`config.mk`:
```
export PLATFORM = sky130hd
export DESIGN_NAME = instr_fetch
export DESIGN_NICKNAME = d
export VERILOG_FILES = /design/src/rtl/instr_fetch_pkg.sv /design/src/rtl/instr_fetch_skid_buf.sv /design/src/rtl/instr_fetch.sv
export SDC_FILE = /design/constraint.sdc
export NUM_CORES = 1
export LEC_CHECK = 0
export ABC_AREA = 1
export CAP_MARGIN = 5
export CORE_ASPECT_RATIO = 0.9
export CORE_MARGIN = 3
export CORE_UTILIZATION = 30
export DETAILED_ROUTE_END_ITERATION = 6
export HOLD_SLACK_MARGIN = 0.12
export PLACE_DENSITY = 0.57
export SETUP_SLACK_MARGIN = 0.05
export SLEW_MARGIN = 20
export SYNTH_ARGS = -nofsm -noshare
export SYNTH_HDL_FRONTEND = slang
export SYNTH_HIERARCHICAL = 1
export SYNTH_SLANG_ARGS = --single-unit
```
`constraint.sdc`:
```
create_clock -name clk -period 1.9 [get_ports clk]
set_input_delay 0.19 -clock clk [delete_from_list [all_inputs] [get_ports clk]]
set_output_delay 0.19 -clock clk [all_outputs]
set_load 0.02 [all_outputs]
```
`src/rtl/instr_fetch_pkg.sv`:
```
// Shared constants and types for the instruction-fetch stage.
// Holds the reset PC, the NOP bubble encoding and the fetch FSM states.
package instr_fetch_pkg;

   localparam logic [4:0]  INSTR_OPCODE5_NOP = 5'b00001;
   localparam logic [15:0] NOP_INSTR         = {INSTR_OPCODE5_NOP, 11'b0};
   localparam logic [15:0] RESET_PC          = 16'h0000;

   typedef enum logic {
      FETCH    = 1'b0,
      BUFFERED = 1'b1
   } fetch_state_t;

   // A redirect left pending by a stalled delay slot beats a fresh branch
   function automatic logic [15:0] next_pc(input logic        redir_v,
                                           input logic [15:0] redir_pc,
                                           input logic        branch,
                                           input logic [15:0] new_pc,
                                           input logic [15:0] pc);
      if (redir_v)
         return redir_pc;
      else if (branch)
         return new_pc;
      else
         return pc + 16'd1;
   endfunction

endpackage

```
`src/rtl/instr_fetch_skid_buf.sv`:
```
// One-entry holding register for a fetch word that returned while the
// pipeline was paused.
module fetch_skid_buf
   import instr_fetch_pkg::*;
(
   input  logic        clk,
   input  logic        rst,
   input  logic        flush,
   input  logic        load,
   input  logic        drain,
   input  logic [15:0] load_data,
   output logic [15:0] buf_data,
   output logic        buf_valid
);

   always_ff @(posedge clk) begin
      if (rst) begin
         buf_data  <= 16'h0000;
         buf_valid <= 1'b0;
      end else if (flush) begin
         buf_valid <= 1'b0;
      end else if (load) begin
         buf_data  <= load_data;
         buf_valid <= 1'b1;
      end else if (drain) begin
         buf_valid <= 1'b0;
      end
   end

endmodule

```
`src/rtl/instr_fetch.sv`:
```
// Instruction-fetch stage and IF/ID pipeline register.
//
// state    | meaning
// FETCH    | request outstanding at pc; capture on ack
// BUFFERED | word for pc held in skid buffer while paused; no request
module instr_fetch
   import instr_fetch_pkg::*;
(
   input  logic        clk,
   input  logic        rst,
   input  logic        ifi_pause,
   input  logic        ifi_branch,
   input  logic [15:0] ifi_new_pc,
   input  logic        ifi_int,
   input  logic [15:0] ifi_int_pc,
   output logic        ifo_mem_req,
   output logic [15:0] ifo_mem_addr,
   input  logic        ifi_mem_ack,
   input  logic [15:0] ifi_mem_data,
   output logic [15:0] ifo_addr,
   output logic [15:0] ifo_instr,
   output logic        ifo_valid
);

   fetch_state_t state;
   logic [15:0]  pc;
   logic         redir_v;
   logic [15:0]  redir_pc;
   logic [15:0]  npc;
   logic [15:0]  buf_data;
   logic         buf_valid;
   logic         buf_load;
   logic         buf_drain;

   assign ifo_mem_req  = !rst && (state == FETCH);
   assign ifo_mem_addr = pc;
   assign npc          = next_pc(redir_v, redir_pc, ifi_branch, ifi_new_pc, pc);
   assign buf_load     = (state == FETCH) && ifi_mem_ack && ifi_pause;
   assign buf_drain    = (state == BUFFERED) && !ifi_pause;

   fetch_skid_buf u_skid (
      .clk       (clk),
      .rst       (rst),
      .flush     (ifi_int),
      .load      (buf_load),
      .drain     (buf_drain),
      .load_data (ifi_mem_data),
      .buf_data  (buf_data),
      .buf_valid (buf_valid)
   );

   always_ff @(posedge clk) begin
      if (rst) begin
         state     <= FETCH;
         pc        <= RESET_PC;
         redir_v   <= 1'b0;
         redir_pc  <= 16'h0000;
         ifo_addr  <= 16'h0000;
         ifo_instr <= NOP_INSTR;
         ifo_valid <= 1'b0;
      end else if (ifi_int) begin
         state     <= FETCH;
         pc        <= ifi_int_pc;
         redir_v   <= 1'b0;
         ifo_addr  <= 16'h0000;
         ifo_instr <= NOP_INSTR;
         ifo_valid <= 1'b0;
      end else begin
         case (state)
            FETCH: begin
               if (ifi_mem_ack) begin
                  if (!ifi_pause) begin
                     ifo_addr  <= pc;
                     ifo_instr <= ifi_mem_data;
                     ifo_valid <= 1'b1;
                     pc        <= npc;
                     redir_v   <= 1'b0;
                  end else begin
                     state <= BUFFERED;
                  end
               end else if (!ifi_pause) begin
                  ifo_addr  <= pc;
                  ifo_instr <= NOP_INSTR;
                  ifo_valid <= 1'b0;
                  // Delay slot still outstanding: remember the target until it lands
                  if (ifi_branch) begin
                     redir_v  <= 1'b1;
                     redir_pc <= ifi_new_pc;
                  end
               end
            end
            BUFFERED: begin
               if (!ifi_pause && buf_valid) begin
                  ifo_addr  <= pc;
                  ifo_instr <= buf_data;
                  ifo_valid <= 1'b1;
                  pc        <= npc;
                  redir_v   <= 1'b0;
                  state     <= FETCH;
               end
            end
            default: state <= FETCH;
         endcase
      end
   end

endmodule

```
==> impl_metrics.prom, run 1 <==
# TYPE chip_impl_metric gauge
chip_impl_info{name="crit_path_top_delay_cell",value="sky130_fd_sc_hd__clkdlybuf4s50_1"} 1
chip_impl_info{name="crit_family",value="buffers and inverters"} 1
chip_impl_info{name="worstSetupStartpointType",value="register"} 1
chip_impl_info{name="crit_path_start",value="ifo_mem_addr[6]"} 1
chip_impl_metric{name="fp.dieArea",unit="um^2"} 14900
chip_impl_metric{name="maxSlewViolCount",unit=""} 0
chip_impl_metric{name="hpwlAfterDp",unit="um"} 9480
chip_impl_info{name="regToRegEndpoint",value="ifo_mem_addr[10]"} 1
chip_impl_metric{name="post_route_drc_violation_count",unit=""} 0
chip_impl_metric{name="antenna_found_initial",unit=""} 0
chip_impl_metric{name="num_vias",unit=""} 4191
chip_impl_metric{name="worst-endpoint-arrival",unit="ns"} 1.57
chip_impl_info{name="tritoncts_clock_tree",value="done"} 1
chip_impl_metric{name="cts_num_sinks",unit=""} 84
chip_impl_info{name="crit_type",value="reg2out"} 1
chip_impl_metric{name="timing_worst_slew_pin_value",unit="ns"} 0.469
chip_impl_metric{name="grt_start_max_net_pins",unit=""} 33
chip_impl_metric{name="ys_async_sr_fraction",unit="%"} 0
chip_impl_info{name="yosys.cell_count.top_type",value="sky130_fd_sc_hd__nor2_1"} 1
chip_impl_metric{name="path_buf_inv",unit=""} 2
chip_impl_metric{name="track_usage",unit="%"} 17.7
chip_impl_metric{name="die_x",unit="um"} 128
chip_impl_metric{name="worst_clock_skew",unit="ns"} 0.00726
chip_impl_info{name="worstSetupEndpoint",value="ifo_mem_addr[6]"} 1
chip_impl_info{name="synthTopCellsByArea",value="sky130_fd_sc_hd__dfxtp_1, sky130_fd_sc_hd__a21oi_1, sky130_fd_sc_hd__nor2_1"} 1
chip_impl_metric{name="post_layout_utilization_of_the_core",unit="%"} 43.2
chip_impl_info{name="yosys_most_used_dff",value="sky130_fd_sc_hd__dfxtp_1"} 1
chip_impl_metric{name="first_global_vias",unit=""} 4152
chip_impl_metric{name="post_cts.repair.setup_buffers",unit=""} 0
chip_impl_metric{name="drt-initial-drc-count",unit=""} 256
chip_impl_metric{name="setup.reg_to_reg.worst_slack",unit="ns"} 0.27
chip_impl_metric{name="gp_congestion",unit=""} 0.903
chip_impl_info{name="path_cells",value="buf_4 > clkdlybuf4s50_1"} 1
chip_impl_metric{name="portBuffers",unit=""} 103
chip_impl_metric{name="layout_stage_area_growth_over_the_synthesis_result",unit="%"} 37.9
chip_impl_metric{name="synthCells",unit=""} 580
chip_impl_metric{name="syn_avg_cell_area",unit="um^2"} 6.98
chip_impl_metric{name="io_pins",unit=""} 104
chip_impl_metric{name="reg2regPathDepth",unit=""} 10
chip_impl_info{name="worstSetupEndpointType",value="output port"} 1
chip_impl_metric{name="start_util",unit="%"} 31.3
chip_impl_info{name="unrepaired_setup_endpoints_after_global_routing",value="no"} 1
chip_impl_metric{name="clock_insertion_delay_at_the_later_pin_of_the_skew_report",unit="ns"} 0.35
chip_impl_metric{name="fin_nets",unit=""} 738
chip_impl_metric{name="cts_inserted_buffers",unit=""} 9
chip_impl_metric{name="synthDistinctLibCells",unit=""} 32
chip_impl_metric{name="n_fill_cell",unit=""} 1300
chip_impl_metric{name="grt_remaining_overflow",unit=""} 0
chip_impl_metric{name="yosys_warnings",unit=""} 6
chip_impl_metric{name="portion_of_the_post_synthesis_area_used_by_sequential_elements",unit="%"} 41.5
chip_impl_metric{name="finalSetupTns",unit="ns"} 0
chip_impl_metric{name="cap_viol_max_count",unit=""} 0
chip_impl_metric{name="cts-resized-gates",unit=""} 1
chip_impl_metric{name="setup_viol",unit=""} 0
chip_impl_metric{name="coreArea",unit="um^2"} 12900
chip_impl_metric{name="synth_enable_flop_cells",unit=""} 0
chip_impl_metric{name="die-height",unit="um"} 116
chip_impl_metric{name="slew_headroom",unit="%"} 68.6
chip_impl_metric{name="routed_wl",unit="um"} 12800
chip_impl_metric{name="synthDominantCellAreaShare",unit="%"} 41.5
chip_impl_metric{name="worst_ir_drop_vdd",unit="mV"} 0.507
chip_impl_metric{name="max_fclk",unit="MHz"} 569
chip_impl_metric{name="first_pass_iters",unit=""} 4
chip_impl_info{name="synth_common_cells",value="sky130_fd_sc_hd__nor2_1, sky130_fd_sc_hd__nand2_1, sky130_fd_sc_hd__dfxtp_1"} 1
chip_impl_metric{name="antenna_cells",unit=""} 0
chip_impl_metric{name="synth_area",unit="um^2"} 4050
chip_impl_metric{name="grt_first_pass_wirelength",unit="um"} 20800
chip_impl_metric{name="finalHoldViolCount",unit=""} 0
chip_impl_metric{name="p_leak",unit="nW"} 2.29
chip_impl_metric{name="cts_max_level",unit=""} 3
chip_impl_info{name="rr_startpoint",value="ifo_mem_addr[4]"} 1
chip_impl_metric{name="final.period_utilization",unit="%"} 92.5
chip_impl_metric{name="synth-seq-cells",unit=""} 84
chip_impl_metric{name="via_per_inst",unit=""} 4.92
chip_impl_info{name="root_buffer",value="sky130_fd_sc_hd__clkbuf_16"} 1
chip_impl_metric{name="worstSetupPathDepth",unit=""} 2
chip_impl_info{name="min-delay-path-class",value="in2reg"} 1
chip_impl_metric{name="syn_nets",unit=""} 635
chip_impl_metric{name="post_route_cells_drive_above_1_share",unit="%"} 9.01
chip_impl_metric{name="cpPeakStageDelay",unit="ns"} 0.60
chip_impl_metric{name="crit_path_max_fanout",unit=""} 5
chip_impl_info{name="yosysTopAreaCell",value="sky130_fd_sc_hd__dfxtp_1"} 1
chip_impl_metric{name="ctsLongestPathBuffers",unit=""} 2
chip_impl_metric{name="wire_per_inst",unit="um"} 15.1
chip_impl_metric{name="clkTransAtPathRegs",unit="ns"} 0.06
chip_impl_metric{name="p_per_area",unit="nW/um^2"} 785
chip_impl_metric{name="final_antenna_net_count",unit=""} 0
chip_impl_metric{name="core.rowCount",unit=""} 39
chip_impl_metric{name="timing.critical_path.required",unit="ns"} 1.71
chip_impl_info{name="run_status",value="finished, final reports clean"} 1
chip_impl_metric{name="finalWorstPathRequiredPeriod",unit="ns"} 1.76
chip_impl_metric{name="cts_hold_buffers",unit=""} 0
area by class of cell:
| type | instances | area [um^2] | area share, % |
|---|---|---|---|
| clock inverters | 7 | 52.6 | 0.941 |
| inverters | 56 | 213 | 3.81 |
| multi-input cells | 405 | 1960 | 35.1 |
| flip-flops and latches | 84 | 1680 | 30.1 |
| clock buffers | 9 | 225 | 4.03 |
| well taps | 164 | 205 | 3.67 |
| repair buffers | 127 | 1250 | 22.3 |
cell usage in the layout, fill, tap and decap left out, drive strengths merged, types with 2 or more instances in the layout:
cell type / count
a21oi: 80
a22oi: 15
a31oi: 2
buf: 24
clkbuf: 9
clkdlybuf4s50: 102
clkinv: 6
dfxtp: 84
inv: 56
nand2: 93
nand3: 31
nand4: 4
nor2: 100
o211ai: 3
o21ai: 61
o221ai: 3
or2: 2
xor2: 6
metal layers:
layer	GRT usage (%)	share of wire (%)	vias to the layer above
met4	5.73	1.5	0
li1	-	-	2104
met2	27.7	45	121
met3	4.98	6.3	14
met1	23.6	47	1952
met5	0	0	-
power by group:
| part | switching, mW | total [mW] | leakage [nW] | internal [mW] |
|---|---|---|---|---|
| registers | 0.0800 | 1.93 | 0.687 | 1.85 |
| logic | 0.439 | 0.807 | 1.46 | 0.368 |
| clock network | 0.754 | 1.65 | 0.136 | 0.892 |
cell families after synthesis:
logic type               after synthesis  synth area share, %
flip-flops                            84                 41.5
XOR/XNOR                               7                 1.51
buffers and inverters                 91                 10.1
AO/OA/AOI/OAI                        165                 22.4
AND/OR/NAND/NOR                      232                 24.2
adder cells (fa/ha/maj)                1                0.309
worst register-to-register path, stage by stage, from the launching register on:
cell and delay (ns):
sky130_fd_sc_hd__dfxtp_1 0.51, sky130_fd_sc_hd__nand2_1 0.15, sky130_fd_sc_hd__nor2_1 0.20, sky130_fd_sc_hd__nand2_1 0.13, sky130_fd_sc_hd__nor2_1 0.11, sky130_fd_sc_hd__nand2_1 0.06
sky130_fd_sc_hd__nand3_1 0.09, sky130_fd_sc_hd__nand2_1 0.05, sky130_fd_sc_hd__nand2_1 0.06, sky130_fd_sc_hd__nand2_1 0.05, sky130_fd_sc_hd__a21oi_1 0.13
state kept, by name (all words and copies together), names as in the netlist:
register          count
ifo_addr             16
ifo_instr            16
ifo_mem_addr         16
redir_pc             16
u_skid/buf_data      16
ifo_valid             1
redir_v               1
state                 1
u_skid/buf_valid      1
stage by stage:
step                total power [mW]  cells  area (um^2)  hold slack [ns]  setup slack, ns
finish                          4.38    852         5590            0.408            0.143
global route                    4.61    852         5590            0.421           0.0745
CTS                             4.45    852         5590            0.394            0.117
detailed placement              2.78    836         5310            0.448            0.159
global placement                2.77    836         5310            0.438            0.178
floorplan                       2.38    580         4050            0.325            0.326
worst min-delay path by stage:
| stage | startpoint | to | slack (ns) | cells after the start |
|---|---|---|---|---|
| after floorplan | ifi_new_pc[15] | redir_pc[15] | 0.32 | 2 |
| after global placement | redir_pc[0] | redir_pc[0] | 0.44 | 2 |
| after detailed placement | redir_pc[0] | redir_pc[0] | 0.45 | 2 |
| after CTS | ifi_new_pc[6] | redir_pc[6] | 0.39 | 3 |
| after global routing | ifi_new_pc[6] | redir_pc[6] | 0.42 | 3 |
| final | ifi_new_pc[6] | redir_pc[6] | 0.41 | 3 |
No activity file was read; power rests on OpenSTA's default activity.
==> inputs of run 2 (changes only) <==
ABC_AREA = default   (was 1)
PLACE_DENSITY = 0.56   (was 0.57)
==> impl_metrics.prom, run 2 <==
# TYPE chip_impl_metric gauge
chip_impl_info{name="crit_family",value="buffers and inverters"} 1
chip_impl_metric{name="num_vias",unit=""} 4020
chip_impl_metric{name="synth-seq-cells",unit=""} 84
chip_impl_metric{name="ys_async_sr_fraction",unit="%"} 0
chip_impl_info{name="synth_common_cells",value="sky130_fd_sc_hd__dfxtp_1, sky130_fd_sc_hd__nand2_1, sky130_fd_sc_hd__nor2_1"} 1
chip_impl_metric{name="post_route_drc_violation_count",unit=""} 0
chip_impl_metric{name="start_util",unit="%"} 31.2
chip_impl_metric{name="cts_num_sinks",unit=""} 84
chip_impl_metric{name="die-height",unit="um"} 116
chip_impl_metric{name="finalWorstPathRequiredPeriod",unit="ns"} 1.77
chip_impl_metric{name="antenna_found_initial",unit=""} 0
chip_impl_metric{name="synthCells",unit=""} 483
chip_impl_info{name="yosys_most_used_dff",value="sky130_fd_sc_hd__dfxtp_1"} 1
chip_impl_metric{name="slew_headroom",unit="%"} 69.2
chip_impl_metric{name="core.rowCount",unit=""} 39
chip_impl_info{name="path_cells",value="clkdlybuf4s50_1"} 1
chip_impl_metric{name="synth_area",unit="um^2"} 4030
chip_impl_metric{name="first_pass_iters",unit=""} 4
chip_impl_metric{name="cts_inserted_buffers",unit=""} 9
chip_impl_metric{name="io_pins",unit=""} 104
chip_impl_info{name="yosysTopAreaCell",value="sky130_fd_sc_hd__dfxtp_1"} 1
chip_impl_metric{name="placed_cells",unit=""} 760
chip_impl_metric{name="layout_stage_area_growth_over_the_synthesis_result",unit="%"} 43.7
chip_impl_metric{name="maxSlewViolCount",unit=""} 0
chip_impl_info{name="min-delay-path-class",value="in2reg"} 1
chip_impl_metric{name="cts_max_level",unit=""} 3
chip_impl_metric{name="fp.dieArea",unit="um^2"} 14900
chip_impl_info{name="unrepaired_setup_endpoints_after_global_routing",value="no"} 1
chip_impl_info{name="final_cell_mix",value="sky130_fd_sc_hd__clkdlybuf4s50_1, sky130_fd_sc_hd__dfxtp_1, sky130_fd_sc_hd__nand2_1"} 1
chip_impl_info{name="crit_type",value="reg2out"} 1
chip_impl_metric{name="gp_congestion",unit=""} 0.889
chip_impl_info{name="tritoncts_clock_tree",value="done"} 1
chip_impl_info{name="worstSetupEndpointType",value="output port"} 1
chip_impl_info{name="regToRegEndpoint",value="ifo_mem_addr[10]"} 1
chip_impl_metric{name="p_per_area",unit="nW/um^2"} 798
chip_impl_metric{name="syn_nets",unit=""} 538
chip_impl_metric{name="worst-endpoint-arrival",unit="ns"} 1.58
chip_impl_metric{name="setup.reg_to_reg.worst_slack",unit="ns"} 0.17
chip_impl_info{name="worstSetupStartpointType",value="register"} 1
chip_impl_metric{name="path_buf_inv",unit=""} 1
chip_impl_metric{name="fin_nets",unit=""} 662
chip_impl_metric{name="clock_insertion_delay_at_the_later_pin_of_the_skew_report",unit="ns"} 0.34
chip_impl_metric{name="worst_ir_drop_vdd",unit="mV"} 0.408
chip_impl_metric{name="first_global_vias",unit=""} 4125
chip_impl_metric{name="via_per_inst",unit=""} 5.18
chip_impl_metric{name="portion_of_the_post_synthesis_area_used_by_sequential_elements",unit="%"} 41.7
chip_impl_metric{name="post_route_cells_drive_above_1_share",unit="%"} 13.6
chip_impl_info{name="most_common_cell_after_layout_fill_and_taps_aside",value="sky130_fd_sc_hd__clkdlybuf4s50_1"} 1
chip_impl_metric{name="final_antenna_net_count",unit=""} 0
chip_impl_metric{name="clkTransAtPathRegs",unit="ns"} 0.06
chip_impl_metric{name="max_fclk",unit="MHz"} 563
chip_impl_metric{name="drt-initial-drc-count",unit=""} 238
chip_impl_metric{name="final_cells",unit=""} 776
chip_impl_metric{name="p_leak",unit="nW"} 2.26
chip_impl_metric{name="hpwlAfterDp",unit="um"} 9660
chip_impl_info{name="root_buffer",value="sky130_fd_sc_hd__clkbuf_16"} 1
chip_impl_metric{name="crit_path_max_fanout",unit=""} 8
chip_impl_metric{name="syn_avg_cell_area",unit="um^2"} 8.34
chip_impl_metric{name="reg2regPathDepth",unit=""} 5
chip_impl_metric{name="timing.critical_path.required",unit="ns"} 1.71
chip_impl_metric{name="antenna_cells",unit=""} 0
chip_impl_metric{name="coreArea",unit="um^2"} 12900
chip_impl_metric{name="grt_start_max_net_pins",unit=""} 25
chip_impl_metric{name="timing_worst_slew_pin_value",unit="ns"} 0.462
chip_impl_info{name="crit_path_top_delay_cell",value="sky130_fd_sc_hd__clkdlybuf4s50_1"} 1
chip_impl_metric{name="portBuffers",unit=""} 103
chip_impl_metric{name="synth_enable_flop_cells",unit=""} 0
chip_impl_metric{name="track_usage",unit="%"} 18.1
chip_impl_metric{name="post_layout_utilization_of_the_core",unit="%"} 44.8
chip_impl_metric{name="setup_viol",unit=""} 0
chip_impl_metric{name="hold_path_depth",unit=""} 3
chip_impl_metric{name="worst_clock_skew",unit="ns"} 0.00695
chip_impl_metric{name="cts_hold_buffers",unit=""} 0
chip_impl_info{name="hold_worst_path_end",value="u_skid/buf_data[1]"} 1
chip_impl_info{name="rr_startpoint",value="redir_v"} 1
chip_impl_metric{name="die_x",unit="um"} 128
chip_impl_metric{name="cap_viol_max_count",unit=""} 0
chip_impl_metric{name="cpPeakStageDelay",unit="ns"} 0.69
chip_impl_info{name="yosys.cell_count.top_type",value="sky130_fd_sc_hd__dfxtp_1"} 1
chip_impl_metric{name="final.period_utilization",unit="%"} 93.4
chip_impl_metric{name="wire_per_inst",unit="um"} 16.9
chip_impl_metric{name="yosys_warnings",unit=""} 6
chip_impl_info{name="synthTopCellsByArea",value="sky130_fd_sc_hd__dfxtp_1, sky130_fd_sc_hd__nand2_1, sky130_fd_sc_hd__mux2i_1"} 1
chip_impl_metric{name="finalSetupTns",unit="ns"} 0
chip_impl_metric{name="grt_first_pass_wirelength",unit="um"} 21400
chip_impl_info{name="hold_start",value="rst"} 1
chip_impl_metric{name="grt_remaining_overflow",unit=""} 0
chip_impl_metric{name="synthDominantCellAreaShare",unit="%"} 41.7
chip_impl_metric{name="synthDistinctLibCells",unit=""} 55
chip_impl_metric{name="finalHoldViolCount",unit=""} 0
chip_impl_metric{name="routed_wl",unit="um"} 13100
chip_impl_metric{name="ctsLongestPathBuffers",unit=""} 2
chip_impl_info{name="run_status",value="finished, final reports clean"} 1
-- run 2: repair_timing --
action,in CTS,in global routing
endpoints found under the setup margin,0,3
gates resized for setup,0,3
setup buffers,0,0
-- run 2: layout make-up --
cell class	count	area [um^2]
inverter	9	33.8
clock inverter	5	100
clock buffer	11	233
sequential	84	1680
timing repair buffer	150	1390
multi-input combinational	353	2140
fill	1253	7140
tap	164	205
-- run 2: worst max-delay path by stage --
stage / start / to / slack, ns / depth (start not counted)
global placement: ifi_mem_ack / ifo_mem_addr[9] / 0.07 / 6
detailed placement: ifi_mem_ack / ifo_mem_addr[9] / 0.07 / 6
finish: ifo_mem_addr[11] / ifo_mem_addr[11] / 0.13 / 1
floorplan: ifo_mem_addr[0] / ifo_mem_addr[12] / 0.07 / 6
global route: ifo_mem_addr[0] / ifo_mem_addr[12] / 0.06 / 6
CTS: state / ifo_mem_req / 0.07 / 3
-- run 2: logic make-up after synthesis --
logic type	after synthesis	share of synthesized area (%)
flops	84	41.7
fa+ha+maj	1	0.311
buf+inv	46	5.34
simple gates	201	25.5
xor+xnor	6	1.30
mux	24	6.02
compound gates	121	19.8
-- run 2: per-layer routing --
metal / part of all wire, % / track usage, % / vias up
li1: - / - / 1969
met1: 46 / 23.9 / 1912
met2: 46 / 29.0 / 115
met3: 5.3 / 3.73 / 24
met4: 2.4 / 7.43 / 0
met5: 0 / 0 / -
-- run 2: report_power, final --
part	switching [mW]	internal (mW)	leakage (nW)	total [mW]
registers	0.0553	1.83	0.685	1.89
logic	0.391	0.373	1.41	0.765
clock network	0.690	1.28	0.163	1.97
total	1.14	3.48	2.26	4.62
-- run 2: stage by stage --
stage | cell area [um^2] | power (mW) | hold slack, ns | setup slack [ns]
2_1_floorplan | 4030 | 2.29 | 0.309 | 0.0698
3_3_place_gp | 5450 | 2.68 | 0.441 | 0.0718
3_5_place_dp | 5450 | 2.69 | 0.451 | 0.0670
4_1_cts | 5780 | 4.68 | 0.376 | 0.0698
5_1_grt | 5790 | 4.83 | 0.415 | 0.0581
6_report | 5790 | 4.62 | 0.384 | 0.125
